`src/rtl/vpu_pkg.sv`:
```
// Shared definitions for the video capture block: geometry defaults, capture
// state encoding and the CRC-32 step function used by the optional frame CRC.
package vpu_pkg;

   localparam int SCREEN_W_DEF = 320;
   localparam int SCREEN_H_DEF = 240;

   localparam logic [31:0] CRC_POLY = 32'h04C1_1DB7;
   localparam logic [31:0] CRC_INIT = 32'hFFFF_FFFF;

   typedef enum logic [1:0] {
      ST_IDLE    = 2'd0,
      ST_ARMED   = 2'd1,
      ST_CAPTURE = 2'd2,
      ST_DONE    = 2'd3
   } cap_state_t;

   // One full 32-bit word folded in MSB-first, no reflection, no final XOR.
   function automatic logic [31:0] crc32_next(input logic [31:0] crc,
                                              input logic [31:0] data);
      logic [31:0] c;
      c = crc;
      for (int i = 31; i >= 0; i--) begin
         if (c[31] ^ data[i]) c = (c << 1) ^ CRC_POLY;
         else                 c = c << 1;
      end
      return c;
   endfunction

endpackage

```
`src/rtl/vpu_crc32.sv`:
```
// Registered CRC-32 accumulator, one 32-bit word per cycle; init restarts the
// sum and may coincide with the first word.
module vpu_crc32
   import vpu_pkg::*;
(
   input  logic        clk,
   input  logic        rst,
   input  logic        init,
   input  logic        en,
   input  logic [31:0] data,
   output logic [31:0] crc
);

   always_ff @(posedge clk) begin
      if (rst)       crc <= '0;
      else if (en)   crc <= crc32_next(init ? CRC_INIT : crc, data);
      else if (init) crc <= CRC_INIT;
   end

endmodule

```
`src/rtl/vpu_capture.sv`:
```
// Frame grabber: aligns sync with lagging pixel data and writes one visible frame
// linearly into a framebuffer. Define VPU_CAPTURE_CRC_EN to add the frame_crc output.
module vpu_capture
   import vpu_pkg::*;
#(
   parameter int SCREEN_W      = SCREEN_W_DEF,
   parameter int SCREEN_H      = SCREEN_H_DEF,
   parameter int PIXEL_LATENCY = 4,
   parameter int FB_ADDR_W     = 17
) (
   input  logic                 clk,
   input  logic                 rst,
   input  logic [31:0]          color,
   input  logic                 hsync,
   input  logic                 vsync,
   input  logic                 start,
   input  logic                 stop,
   input  logic                 continuous,
   output logic                 fb_en,
   output logic                 fb_we,
   output logic [FB_ADDR_W-1:0] fb_addr,
   output logic [31:0]          fb_din,
   output logic                 busy,
   output logic                 frame_done,
   output logic                 err,
`ifdef VPU_CAPTURE_CRC_EN
   output logic [31:0]          frame_crc,
`endif
   output cap_state_t           dbg_state
);

   localparam logic [FB_ADDR_W:0] TOTAL  = (FB_ADDR_W+1)'(SCREEN_W * SCREEN_H);
   localparam logic [15:0]        LINE_W = 16'(SCREEN_W);
   localparam logic [15:0]        LINES  = 16'(SCREEN_H);

   cap_state_t             state;
   logic [PIXEL_LATENCY-1:0] hs_sr, vs_sr;
   logic                   hs_d, vs_d, hs_q, vs_q;
   logic [FB_ADDR_W:0]     addr_cnt;
   logic [15:0]            px_cnt, line_cnt, lines_now;
   logic                   vs_rise, vs_fall, hs_fall;
   logic                   frame_start, in_frame, pix_valid, overflow, wr_req;
   logic                   line_end, frame_end;

   assign hs_d = hs_sr[PIXEL_LATENCY-1];
   assign vs_d = vs_sr[PIXEL_LATENCY-1];

   assign vs_rise = vs_d & ~vs_q;
   assign vs_fall = ~vs_d & vs_q;
   assign hs_fall = ~hs_d & hs_q;

   // The first pixel may share its cycle with the vs_d rise, so that cycle already counts.
   assign frame_start = (state == ST_ARMED) && vs_rise && !stop;
   assign in_frame    = ((state == ST_CAPTURE) && !stop) || frame_start;
   assign pix_valid   = in_frame && hs_d && vs_d;
   assign overflow    = pix_valid && (addr_cnt >= TOTAL);
   assign wr_req      = pix_valid && !overflow;
   assign line_end    = (state == ST_CAPTURE) && !stop && hs_fall && vs_q;
   assign frame_end   = (state == ST_CAPTURE) && !stop && vs_fall;
   assign lines_now   = line_cnt + (line_end ? 16'd1 : 16'd0);

   assign busy       = (state == ST_ARMED) || (state == ST_CAPTURE);
   assign frame_done = (state == ST_DONE);
   assign dbg_state  = state;

   always_ff @(posedge clk) begin
      if (rst) begin
         hs_sr <= '0;
         vs_sr <= '0;
         hs_q  <= 1'b0;
         vs_q  <= 1'b0;
      end else begin
         hs_sr <= (hs_sr << 1) | PIXEL_LATENCY'(hsync);
         vs_sr <= (vs_sr << 1) | PIXEL_LATENCY'(vsync);
         hs_q  <= hs_d;
         vs_q  <= vs_d;
      end
   end

   always_ff @(posedge clk) begin
      if (rst) begin
         state <= ST_IDLE;
      end else begin
         case (state)
            ST_IDLE:    if (start) state <= ST_ARMED;
            ST_ARMED:   if (stop) state <= ST_IDLE;
                        else if (vs_rise) state <= ST_CAPTURE;
            ST_CAPTURE: if (stop) state <= ST_IDLE;
                        else if (vs_fall) state <= ST_DONE;
            default:    state <= continuous ? ST_ARMED : ST_IDLE;
         endcase
      end
   end

   always_ff @(posedge clk) begin
      if (rst) begin
         fb_en    <= 1'b0;
         fb_we    <= 1'b0;
         fb_addr  <= '0;
         fb_din   <= '0;
         addr_cnt <= '0;
         px_cnt   <= '0;
         line_cnt <= '0;
         err      <= 1'b0;
      end else begin
         fb_en <= wr_req;
         fb_we <= wr_req;
         if (wr_req) begin
            fb_addr <= addr_cnt[FB_ADDR_W-1:0];
            fb_din  <= color;
         end

         // Counters only live inside a frame; clearing them outside means frame start sees 0.
         if (!in_frame)    addr_cnt <= '0;
         else if (wr_req)  addr_cnt <= addr_cnt + 1'b1;

         if (!in_frame)          px_cnt <= '0;
         else if (line_end)      px_cnt <= '0;
         else if (pix_valid)     px_cnt <= px_cnt + 16'd1;

         if (!in_frame)     line_cnt <= '0;
         else if (line_end) line_cnt <= line_cnt + 16'd1;

         if ((state == ST_IDLE) && start)
            err <= 1'b0;
         else if ((line_end && (px_cnt != LINE_W)) || overflow ||
                  (frame_end && (lines_now != LINES)))
            err <= 1'b1;
      end
   end

`ifdef VPU_CAPTURE_CRC_EN
   vpu_crc32 u_crc (
      .clk  (clk),
      .rst  (rst),
      .init (frame_start),
      .en   (wr_req),
      .data (color),
      .crc  (frame_crc)
   );
`endif

endmodule

```
`config.mk`:
```
export PLATFORM = sky130hd
export DESIGN_NAME = vpu_capture
export DESIGN_NICKNAME = d
export VERILOG_FILES = /design/src/rtl/vpu_pkg.sv /design/src/rtl/vpu_crc32.sv /design/src/rtl/vpu_capture.sv
export SDC_FILE = /design/constraint.sdc
export NUM_CORES = 1
export LEC_CHECK = 0
export BUFFER_PORTS_ARGS = -buffer_cell sky130_fd_sc_hd__buf_2
export CORE_MARGIN = 10
export CORE_UTILIZATION = 55
export CTS_CLUSTER_SIZE = 16
export DETAILED_ROUTE_END_ITERATION = 10
export HOLD_SLACK_MARGIN = 0.05
export PLACE_DENSITY = 0.79
export SYNTH_ARGS = -nofsm -noshare
export SYNTH_HDL_FRONTEND = slang
export SYNTH_HIERARCHICAL = 1
export SYNTH_SLANG_ARGS = --single-unit
```
`constraint.sdc`:
```
create_clock -name clk -period 3.9 [get_ports clk]
set_input_delay 0 -clock clk [delete_from_list [all_inputs] [get_ports clk]]
set_output_delay 0 -clock clk [all_outputs]
set_load 0.01 [all_outputs]
```
==> impl_metrics.yaml, run 1 <==
placed_design:
  dpl.cell_count: 748
  place.gp.congestion: 0.885
  port_buffers: 94
  dp_hpwl_um: 7560
power:
  intPower_mw: 2.17
  combPwrFrac: 0.046
  pwr-share-clk: 0.534
  p_switching_mw: 0.615
  p_sw_frac: 0.221
  vdd_drop_max_mv: 0.351
  power-per-cell-area_mw_per_mm2: 444
  p_seq_frac: 0.419
  leakage_nw: 2.40
layout:
  fillers: 625
  drive_above_1_share: 0.205
  final_cell_mix: "nand2_1 (123), dfxtp_1 (113), buf_2 (94)"
  fin_nets: 747
  stdcell_count: 817
  antenna_cells: 0
  mostFrequentLayoutCell: "nand2_1"
  areaGrowthSynthToFinish_pct: 30.6
synthesis:
  synth_ff_type: "dfxtp_1"
  yosys.area.top_type: "dfxtp_1"
  synth_cell_types: 45
  synth_edf_count: 0
  syn_inst: 573
  syn_area_per_cell_um2: 8.39
  synth_area_mm2: 0.00481
  synthesis.nets: 623
  yosys_warnings: 6
  synth_seq_cells: 113
  seq_area_frac_synth: 0.471
  synth.area.top_cells: "dfxtp_1 (47%), nand2_1 (9.6%), a21oi_1 (6.6%), xor2_1 (6.0%), nor2_1 (4.4%)"
  async_flop_share: 0
  yosysTopAreaCellShare: 0.471
clock_network:
  postCtsResizedCells: 0
  htree_levels: 4
  cts_sinks: 113
  cts_tree: "yes"
  clk_pin_slew_ns: 0.06
  cts_buffer_depth: 2
  root_buffer: "clkbuf_8"
  insertion_delay_ns: 0.51
  numCtsBuffers: 17
status:
  status: "complete, no violations"
global_route:
  grt_pass1_vias: 4354
  grt_pass1_wl_um: 20800
  grt_start_max_net_pins: 65
  gr-total-overflow: 0
  antenna_found_initial: 0
  track_usage: 0.193
timing:
  fin_setup_tns_ns: 0
  hold_viol_final: 0
  setup_viol: 0
  period_needed_ns: 3.43
  clock.fmax_mhz: 292
  slew_headroom: 0.524
  rsz0062_at_grt: "no"
  clock-skew-final_ns: 0.0123
  tightest_slew_ns: 0.709
  slew_viol_final: 0
  period_share: 0.878
worst_setup_path:
  required_ns: 4.29
  worstSetupStartpointType: "flip-flop"
  crit_type: "flip-flop to flip-flop"
  cp-end-kind: "flip-flop"
  worstPathArrival_ns: 3.82
  crit_path_max_fanout: 9
floorplanning:
  ioPinCount: 95
  row_count: 34
  die_height_um: 113
  core_area_mm2: 0.00859
  die_w_um: 113
  start_util: 0.559
  fp.dieArea_mm2: 0.0129
min_path:
  hold_path.class: "input port to flip-flop"
drt:
  ant_nets: 0
  drtPass1Iterations: 5
  wirelength_um: 12400
  drt_iter0_markers: 307
  dr_total_vias: 4304
  wl_per_cell_um: 15.2
  viasPerCell: 5.27
  drc: 0
flow_run:
  drv_cap: 0
==> layout make-up <==
cell class,count,area [um^2],share of cell area
multi-input cells,420,2390,0.380
flip-flops and latches,113,2260,0.360
repair buffers,136,881,0.140
clock buffers,20,445,0.0710
well taps,108,135,0.0215
clock inverters,11,131,0.0209
inverters,9,33.8,0.00538
==> routing by layer <==
layer  vias up  part of all wire  GRT usage
met2       125              0.50      0.326
met3        16             0.078     0.0824
met4         0             0.013     0.0778
met5         -                 0          0
met1      2011              0.41      0.209
li1       2152                 -          -
==> final timing paths <==
path / cells after the start / startpoint / to / slack (ns)
min reg2reg: 1 / hs_sr[1]$_SDFF_PP0_ / hs_sr[2]$_SDFF_PP0_ / 0.44
min: 3 / rst / hs_sr[0]$_SDFF_PP0_ / 0.11
max reg2reg: 12 / dbg_state[0]$_SDFFE_PP0P_ / err$_SDFFE_PP0P_ / 0.47
max: 12 / dbg_state[0]$_SDFFE_PP0P_ / err$_SDFFE_PP0P_ / 0.47
==> power by group through the flow <==
| stage | logic (mW) | registers, mW | clock network (mW) |
|---|---|---|---|
| detailed placement | 0.0967 | 1.19 | 0 |
| finish | 0.129 | 1.17 | 1.49 |
| global route | 0.139 | 1.17 | 1.56 |
| CTS | 0.127 | 1.17 | 1.50 |
| global placement | 0.0942 | 1.19 | 0 |
| floorplan | 0.0531 | 1.19 | 0 |
==> cell usage after synthesis (6+ instances only) <==
cell type	instances
nor2_2	7
xnor2_1	18
xor2_1	33
a21oi_1	63
nor4_1	6
nand2_1	123
nand3_1	15
ha_1	11
inv_1	9
dfxtp_1	113
nor2b_1	16
nor2_1	56
nor3_1	7
clkbuf_1	25
nand4_1	18
==> state kept, by name, indices dropped and copies added, names as in the netlist <==
register and count:
fb_addr 17, vs_sr 4, addr_cnt 18, vs_q 1
px_cnt 16, fb_we 1, fb_din 32, hs_q 1
err 1, hs_sr 4, line_cnt 16, dbg_state 2
==> per-stage QoR <==
step	util	hold WS (ns)	cell area (um^2)	power [mW]	setup WS [ns]
3_5_place_dp	0.619	0.217	5320	1.29	1.04
5_1_grt	0.730	0.122	6280	2.87	0.242
4_1_cts	0.730	0.0858	6280	2.80	0.479
3_3_place_gp	0.619	0.214	5320	1.28	1.17
6_report	0.730	0.113	6280	2.78	0.474
2_1_floorplan	-	0.128	4810	1.25	1.30
==> critical path: stages (launching register included) <==
cell	delay, ns
dfxtp_1	0.33
inv_1	0.11
ha_1	0.28
nand4b_1	0.23
nor2_4	0.28
ha_1	0.23
nand3_1	0.19
xnor2_1	0.19
or4_1	0.48
nor4_1	0.18
a31oi_1	0.11
o21a_1	0.17
dlygate4sd3_1	0.54
==> cells by family (layout without fill, tap and decap cells) <==
logic type	count (synthesis)	after routing	synth area share
compound gates	84	84	0.108
xor+xnor	51	51	0.0929
fa+ha+maj	11	11	0.0286
buf+inv	40	176	0.0333
flops	113	113	0.471
mux	2	2	0.00417
simple gates	272	272	0.262
==> what timing repair did <==
item                                   4_1_cts  5_1_grt
buffers inserted                             0        0
hold buffers                                38        0
endpoints found under the hold margin       37        0
Power figures use the tool's default switching activity.
==> run 2: changes to the inputs <==
Settings changed: CORE_ASPECT_RATIO from default to 1.1.
==> impl_metrics.yaml, run 2 (synthesis results as in run 1) <==
power:
  vdd_drop_max_mv: 0.365
  leakage_nw: 2.40
  power-per-cell-area_mw_per_mm2: 441
placed_design:
  dp_hpwl_um: 7600
  place.gp.congestion: 0.881
  dpl.cell_count: 752
  port_buffers: 94
floorplanning:
  die_w_um: 109
  row_count: 35
  core_area_mm2: 0.00845
  ioPinCount: 95
  fp.dieArea_mm2: 0.0129
  start_util: 0.569
  die_height_um: 118
timing:
  period_share: 0.876
  fin_setup_tns_ns: 0
  period_needed_ns: 3.42
  slew_headroom: 0.503
  setup_viol: 0
  tightest_slew_ns: 0.741
  clock-skew-final_ns: 0.00949
  slew_viol_final: 0
  rsz0062_at_grt: "no"
  hold_viol_final: 0
  clock.fmax_mhz: 293
status:
  status: "complete, no violations"
clock_network:
  htree_levels: 4
  insertion_delay_ns: 0.51
  clk_pin_slew_ns: 0.06
  cts_sinks: 113
  cts_buffer_depth: 2
  postCtsResizedCells: 0
  root_buffer: "clkbuf_8"
  cts_tree: "yes"
  numCtsBuffers: 17
layout:
  mostFrequentLayoutCell: "nand2_1"
  fin_nets: 749
  areaGrowthSynthToFinish_pct: 31.2
  seqCellArea_mm2: 0.00226
  stdcell_count: 823
  largest_reg_flops: 32
  antenna_cells: 0
  multiInputGateArea_mm2: 0.00239
  final_cell_mix: "nand2_1 (123), dfxtp_1 (113), buf_2 (94)"
  largest_register: "fb_din"
  fillers: 571
  drive_above_1_share: 0.208
  reg_top3: "fb_din x32, addr_cnt x18, fb_addr x17"
drt:
  ant_nets: 0
  wl_per_cell_um: 14.9
  drtPass1Iterations: 6
  drt_iter0_markers: 204
  dr_total_vias: 4326
  drc: 0
  wirelength_um: 12300
  viasPerCell: 5.26
global_route:
  grt_pass1_wl_um: 20800
  grt_pass1_vias: 4413
  gr-total-overflow: 0
  grt_start_max_net_pins: 64
  antenna_found_initial: 0
  track_usage: 0.195
worst_setup_path:
  cp_slowest_cell: "dlygate4sd3_1"
  r2r_slack_ns: 0.48
  crit_type: "flip-flop to flip-flop"
  timing.rr.start: "dbg_state[0]$_SDFFE_PP0P_"
  worstSetupStartpointType: "flip-flop"
  crit_path_max_fanout: 9
  cp-end-kind: "flip-flop"
  cpMostUsedCell: "ha_1"
  reg2reg_to: "err$_SDFFE_PP0P_"
  required_ns: 4.29
  cp_cell_sequence: "inv_1 > ha_1 > nand4b_1 > nor2_4 > ha_1 > nand3_1 > xnor2_1 > or4_1 > nor4_1 > a31oi_1 > o21a_1 > dlygate4sd3_1"
  slowest_delay_ns: 0.54
  worstPathArrival_ns: 3.80
  crit_family: "simple AND/OR/NAND/NOR gates"
  ff2ff_path_depth: 12
  critPathBufInv: 2
min_path:
  hold_path.class: "input port to flip-flop"
  min_path_cells: 3
  hp-start: "vsync"
  holdPathEnd: "vs_sr[0]$_SDFF_PP0_"
flow_run:
  drv_cap: 0
==> run 2: cell types whose count changed in the layout (fill, tap and decap cells not counted) <==
cell	before	now
clkinvlp_4	3	5
buf_4	4	5
clkbuf_1	1	0
clkbuf_8	3	2
dlygate4sd3_1	38	39
inv_6	2	3
==> run 2: timing repair <==
action	CTS	global route
hold endpoints to repair	46	0
buffers inserted	0	0
hold buffers	39	0
endpoints found under the setup margin	0	0
==> run 2: worst max path at each step <==
stage                     slack, ns                      start               end  cells past startpoint
final                          0.48  dbg_state[0]$_SDFFE_PP0P_  err$_SDFFE_PP0P_                     12
after global routing           0.25  dbg_state[0]$_SDFFE_PP0P_  err$_SDFFE_PP0P_                     12
after CTS                      0.51  dbg_state[0]$_SDFFE_PP0P_  err$_SDFFE_PP0P_                     12
after detailed placement       1.08  dbg_state[0]$_SDFFE_PP0P_  err$_SDFFE_PP0P_                     11
after global placement         1.14  dbg_state[0]$_SDFFE_PP0P_  err$_SDFFE_PP0P_                     11
after floorplan                1.30  dbg_state[0]$_SDFFE_PP0P_  err$_SDFFE_PP0P_                     11
==> run 2: per-stage QoR <==
stage / hold slack [ns] / util / worst slack, ns / power (mW) / instance area (um^2)
after floorplan: 0.128 / - / 1.30 / 1.25 / 4810
after global routing: 0.258 / 0.746 / 0.252 / 2.86 / 6300
after global placement: 0.210 / 0.631 / 1.14 / 1.28 / 5330
after detailed placement: 0.217 / 0.631 / 1.08 / 1.29 / 5330
after CTS: 0.249 / 0.746 / 0.512 / 2.80 / 6300
final: 0.253 / 0.746 / 0.485 / 2.78 / 6300
==> run 2: layout make-up <==
| class | instances | share of cell area |
|---|---|---|
| clock buffer | 18 | 0.0679 |
| sequential | 113 | 0.359 |
| multi-input combinational | 420 | 0.379 |
| tap | 111 | 0.0220 |
| clock inverter | 14 | 0.0246 |
| timing repair buffer | 138 | 0.143 |
| inverter | 9 | 0.00536 |
==> run 2: worst register-to-register path: stages (launching register included) <==
cell	delay, ns
dfxtp_1	0.34
inv_1	0.11
ha_1	0.30
nand4b_1	0.24
nor2_4	0.26
ha_1	0.21
nand3_1	0.18
xnor2_1	0.18
or4_1	0.46
nor4_1	0.19
a31oi_1	0.12
o21a_1	0.18
dlygate4sd3_1	0.54
==> run 2: layer usage <==
metal / part of all wire / up-vias / GRT usage
li1: - / 2156 / -
met1: 0.40 / 2023 / 0.219
met2: 0.49 / 126 / 0.321
met3: 0.090 / 21 / 0.0843
met4: 0.011 / 0 / 0.0635
met5: 0 / - / 0
==> run 2: report_power, final <==
part           switching (mW)  leakage [nW]  internal [mW]  total, mW
registers             0.00519         0.911           1.16       1.17
logic                  0.0623          1.22         0.0644      0.127
clock network           0.553         0.270          0.931       1.48
